<file path="config.mk">
export PLATFORM = sky130hd
export DESIGN_NAME = mult_arbiter
export DESIGN_NICKNAME = d
export VERILOG_FILES = /design/src/rtl/mult_arbiter.sv
export SDC_FILE = /design/constraint.sdc
export NUM_CORES = 1
export LEC_CHECK = 0
export ABC_CLOCK_PERIOD_IN_PS = 3700
export CAP_MARGIN = 0
export CORE_MARGIN = 1.5
export CORE_UTILIZATION = 40
export DETAILED_ROUTE_END_ITERATION = 6
export PLACE_DENSITY = 0.82
export SETUP_SLACK_MARGIN = 0.1
export SYNTH_ARGS = -nofsm -noshare
export SYNTH_HDL_FRONTEND = slang
export SYNTH_SLANG_ARGS = --single-unit
</file>
<file path="constraint.sdc">
create_clock -name clk -period 3.7 [get_ports clk]
set_clock_uncertainty 0.05 [all_clocks]
set_input_delay 0.555 -clock clk [delete_from_list [all_inputs] [get_ports clk]]
set_output_delay 0.555 -clock clk [all_outputs]
set_load 0.02 [all_outputs]
</file>
<file path="src/rtl/mult_arbiter.sv">
// mult_arbiter: round-robin front end that shares one 8x8 sequential
// multiplier (start/done interface) among NUM_REQ requesters, with one
// multiplication in flight at a time.
//
// Optional feature: define MULT_ARB_TIMEOUT_EN to abort a multiplication
// that has not signalled done after TIMEOUT cycles in WAIT. The abort is
// returned as rsp_product=0 with rsp_err=1. Without the macro WAIT waits
// indefinitely and rsp_err is tied low.
//
// state | meaning
// ------+-------------------------------------------------------------
// IDLE  | round-robin scan of req_valid, accept winner, latch operands
// START | one-cycle mult_start pulse, clear wait counter
// WAIT  | wait for mult_done (or timeout when enabled)
// RESP  | hold rsp_valid/product/err until granted requester's rsp_ready
module mult_arbiter #(
  parameter int NUM_REQ = 4,
  parameter int TIMEOUT = 15
) (
  input  logic                 clk,
  input  logic                 reset_a,
  input  logic [NUM_REQ-1:0]   req_valid,
  input  logic [8*NUM_REQ-1:0] req_a,
  input  logic [8*NUM_REQ-1:0] req_b,
  output logic [NUM_REQ-1:0]   req_ready,
  output logic [NUM_REQ-1:0]   rsp_valid,
  input  logic [NUM_REQ-1:0]   rsp_ready,
  output logic [15:0]          rsp_product,
  output logic                 rsp_err,
  output logic                 mult_start,
  output logic [7:0]           mult_a,
  output logic [7:0]           mult_b,
  input  logic                 mult_done,
  input  logic [15:0]          mult_product,
  output logic                 busy,
  output logic [2:0]           grant_id,
  output logic [2:0]           state_out
);

  typedef enum logic [2:0] {
    IDLE  = 3'b000,
    START = 3'b001,
    WAIT  = 3'b010,
    RESP  = 3'b011
  } state_t;

  if (NUM_REQ < 2 || NUM_REQ > 8 || TIMEOUT < 1 || TIMEOUT > 255) begin : g_param_check
    $error("mult_arbiter: NUM_REQ must be 2..8 and TIMEOUT 1..255");
  end

  state_t      state, state_nxt;
  logic [2:0]  rr_ptr;
  logic [2:0]  sel;
  logic        sel_found;
  logic        accept;
  logic        rsp_hs;
  logic        done_hit;
  logic        timeout_hit;
  logic [NUM_REQ-1:0] grant_onehot;

  // Padded copies so a 3-bit requester index always selects in range.
  logic [7:0]  valid_pad;
  logic [7:0]  ready_pad;
  logic [63:0] a_pad;
  logic [63:0] b_pad;

  assign valid_pad = 8'(req_valid);
  assign ready_pad = 8'(rsp_ready);
  assign a_pad     = 64'(req_a);
  assign b_pad     = 64'(req_b);

  // Round-robin scan: first set req_valid bit at or after rr_ptr, wrapping.
  always_comb begin
    logic [3:0] idx;
    sel       = '0;
    sel_found = 1'b0;
    idx       = '0;
    for (int k = 0; k < NUM_REQ; k++) begin
      idx = {1'b0, rr_ptr} + 4'(k);
      if (idx >= 4'(NUM_REQ)) idx = idx - 4'(NUM_REQ);
      if (!sel_found && valid_pad[idx[2:0]]) begin
        sel_found = 1'b1;
        sel       = idx[2:0];
      end
    end
  end

  assign accept   = (state == IDLE) && sel_found;
  assign rsp_hs   = (state == RESP) && ready_pad[grant_id];
  assign done_hit = (state == WAIT) && mult_done;

  // One-hot accept towards the winner, only while scanning in IDLE.
  always_comb begin
    req_ready = '0;
    if (accept && !reset_a) begin
      for (int i = 0; i < NUM_REQ; i++) req_ready[i] = (sel == 3'(i));
    end
  end

  // One-hot form of grant_id for the response valid vector.
  always_comb begin
    grant_onehot = '0;
    for (int i = 0; i < NUM_REQ; i++) grant_onehot[i] = (grant_id == 3'(i));
  end

`ifdef MULT_ARB_TIMEOUT_EN
  logic [7:0] wait_cnt;

  // Counts WAIT cycles; TIMEOUT-1 means this is the TIMEOUT-th WAIT cycle.
  always_ff @(posedge clk or posedge reset_a) begin
    if (reset_a)               wait_cnt <= '0;
    else if (state == START)   wait_cnt <= '0;
    else if (state == WAIT)    wait_cnt <= wait_cnt + 8'd1;
  end

  assign timeout_hit = (state == WAIT) && (wait_cnt == 8'(TIMEOUT - 1));

  // Error flag: done always wins over a coincident timeout.
  always_ff @(posedge clk or posedge reset_a) begin
    if (reset_a)          rsp_err <= 1'b0;
    else if (done_hit)    rsp_err <= 1'b0;
    else if (timeout_hit) rsp_err <= 1'b1;
  end
`else
  assign timeout_hit = 1'b0;
  assign rsp_err     = 1'b0;
`endif

  // State register.
  always_ff @(posedge clk or posedge reset_a) begin
    if (reset_a) state <= IDLE;
    else         state <= state_nxt;
  end

  // Next-state and start pulse decode.
  always_comb begin
    state_nxt  = state;
    mult_start = 1'b0;
    case (state)
      IDLE:    if (accept) state_nxt = START;
      START: begin
        mult_start = 1'b1;
        state_nxt  = WAIT;
      end
      WAIT:    if (mult_done || timeout_hit) state_nxt = RESP;
      RESP:    if (rsp_hs) state_nxt = IDLE;
      default: state_nxt = IDLE;
    endcase
  end

  // Operand capture, result capture, response valid and round-robin pointer.
  always_ff @(posedge clk or posedge reset_a) begin
    if (reset_a) begin
      mult_a      <= '0;
      mult_b      <= '0;
      grant_id    <= '0;
      rr_ptr      <= '0;
      rsp_product <= '0;
      rsp_valid   <= '0;
    end else begin
      if (accept) begin
        mult_a   <= a_pad[{sel, 3'b000} +: 8];
        mult_b   <= b_pad[{sel, 3'b000} +: 8];
        grant_id <= sel;
      end
      if (done_hit) begin
        rsp_product <= mult_product;
        rsp_valid   <= grant_onehot;
      end else if (timeout_hit) begin
        rsp_product <= '0;
        rsp_valid   <= grant_onehot;
      end
      if (rsp_hs) begin
        rsp_valid <= '0;
        rr_ptr    <= (grant_id == 3'(NUM_REQ - 1)) ? 3'd0 : grant_id + 3'd1;
      end
    end
  end

  assign busy      = (state != IDLE);
  assign state_out = state;

endmodule

</file>
==> out/metrics.csv <==
metric;value;unit
status;finished clean;
wl_per_cell;15.6;um
die_h;84.1;um
num_vias;2341;
yosys-top-cells-area;dfrtp_1, mux2i_1, mux2_2, o221ai_2, ha_1;
power_frac_comb;0.669;
hold_path_depth;2;
dpl_cell_area;4100;um^2
die_w;84.1;um
cts-hold-fix-buffers;0;
path_clk_slew;0.08;ns
overflow;0;
syn_inst;226;
ir_drop;0.496;mV
powerDensity;829;nW/um^2
synth.most_common_cell;dfrtp_1;
io_buffers;137;
report.final.slew_viol_count;0;
final_cell_area;4180;um^2
worst_slew_pin_slew;0.865;ns
arrival;2.88;ns
finalSetupViolations;0;
crit_start;req_valid[2];
cap_viol_max_count;0;
ys_types;39;
cts_buffer_depth;2;
rows;29;
ant_nets;0;
synth_largest_area_cell;dfrtp_1;
cts_num_sinks;44;
vias_per_cell;5.24;
dp_hpwl;5.47;mm
grt_usage;0.208;
htree_num_levels;2;
cts_root_buffer;clkbuf_8;
clkPwrFrac;0.084;
switching_power;1470;uW
initial_utilization;0.414;
yosys_warnings;0;
reg2reg_depth;10;
pre_cts_slack;-0.223;ns
synth_edf_count;0;
period_minus_slack;3.49;ns
critPathKind;in2out;
p_sw_frac;0.425;
drt-initial-drc-count;89;
synth_top_area_frac;0.419;
ys.flop_type;dfrtp_1;
seq_area_frac_synth;0.419;
fin_crit_sh;0.943;
rr_startpoint;rr_ptr[0];
grt_pass1_wl;12.0;mm
hp-class;reg2reg;
netlist_area;2630;um^2
cts_buffers;5;
drive_above_1_share;0.159;
cts_tree;yes;
cp_max_fo;7;
gp_congestion;0.913;
rsz0062_at_grt;false;
timing.slew.headroom;0.422;
hold_violations;0;
crit_path_end_kind;primary output;
grt_max_degree;45;
totalWireLength;6.99;mm
cp-start-kind;primary input;
async_flop_share;1.00;
num_antenna_cells;0;
grt_pass1_vias;2511;
clk_latency;0.29;ns
intPower;1990;uW
nets;471;
syn_to_final_growth;59.0;%
synth-seq-cells;44;
hp-start;mult_b[7];
dr.pass1.iters;4;
fmax;0.287;GHz
power_leakage;0.00181;uW
required;3.09;ns
grt_antenna_before_repair;0;
core_region_area;6350;um^2
synth_common_cells;dfrtp_1, mux2i_1, nand2_1, mux2_2;
setup_slack;0.212;ns
die_area;7060;um^2
synth_area_per_cell;11.6;um^2
ios;140;
power.share.sequential;0.247;
drc;0;
## path summary, 6_finish.rpt
path	to	slack, ns
hold reg to reg	mult_b[7]	0.44
max in group asynchronous	mult_b[5]	2.42
setup reg to reg	mult_b[0]	0.66
setup / recovery	req_ready[3]	0.21
min in group asynchronous	mult_a[5]	0.78
hold / removal	mult_b[7]	0.44
## metal layers
layer  wire length [um]  vias up  global-route usage
li1                   -     1109                   -
met1               2890     1132               0.259
met2               3600       88               0.361
met3                359       12              0.0356
met4                145        0              0.0715
met5                  0        -                   0
## registers in the layout (all words and copies together) (netlist names)
register / count
rsp_valid: 4
mult_b: 8
state_out: 2
rsp_product: 16
rr_ptr: 3
grant_id: 3
mult_a: 8
## cell type report
type                            count  area, um^2
Clock buffer                        5        68.8
Clock inverter                      2        12.5
Fill cell                         506        2170
Inverter                           10        37.5
Multi-Input combinational cell    159        1400
Sequential cell                    44        1100
Tap cell                           77        96.3
Timing Repair Buffer              150        1460
## critical path: stages
cell,delay [ns]
clkdlybuf4s50_1,0.59
mux4_1,0.29
o21ai_0,0.15
a2111oi_2,0.49
a211oi_4,0.12
buf_4,0.17
nor4_1,0.28
clkbuf_2,0.23
## kinds of logic (layout without fill, tap and decap cells)
kind of cell / count (synthesis) / in the layout / share of synthesized area
other cells: 1 / 2 / 0.00143
buf+inv: 24 / 167 / 0.0576
compound gates: 36 / 36 / 0.133
simple gates: 55 / 55 / 0.102
fa+ha+maj: 10 / 10 / 0.0476
mux: 56 / 56 / 0.239
flops: 44 / 44 / 0.419
## layout by cell type, fill, tap and decap left out, types with 3 or more instances in the layout
master / n
o221ai_1: 8
buf_4: 13
dfrtp_1: 44
nand2_1: 26
ha_1: 10
clkdlybuf4s50_1: 133
nor2_1: 8
clkbuf_8: 5
inv_1: 9
nand3_1: 3
nor2b_1: 4
nor3b_1: 3
mux2_2: 20
o221ai_2: 9
mux2i_1: 33
o21ai_0: 6
a21oi_1: 5
## metrics by stage
| step | utilization | std cells | power, uW | hold WS, ns | TNS, ns |
|---|---|---|---|---|---|
| after global routing | 0.658 | 447 | 3720 | 0.461 | 0 |
| final | 0.658 | 447 | 3460 | 0.439 | 0 |
| after global placement | 0.646 | 440 | 3150 | 0.422 | -0.122 |
| after detailed placement | 0.646 | 440 | 3210 | 0.422 | -0.311 |
| after floorplan | - | 227 | 2380 | 0.479 | 0 |
| after CTS | 0.659 | 447 | 3500 | 0.443 | 0 |
## power by group through the flow
| stage | Sequential, uW | Combinational, uW | Clock, uW |
|---|---|---|---|
| after CTS | 858 | 2340 | 301 |
| final | 854 | 2320 | 291 |
| after floorplan | 1120 | 1260 | 0 |
| after detailed placement | 864 | 2350 | 0 |
| after global placement | 856 | 2290 | 0 |
| after global routing | 891 | 2510 | 323 |
## timing repair
| action | CTS | global route |
|---|---|---|
| pin swaps | 1 | 1 |
| buffers inserted | 0 | 0 |
| resized for setup | 6 | 6 |
| setup endpoints to repair | 4 | 2 |
Power figures use the tool's default switching activity.
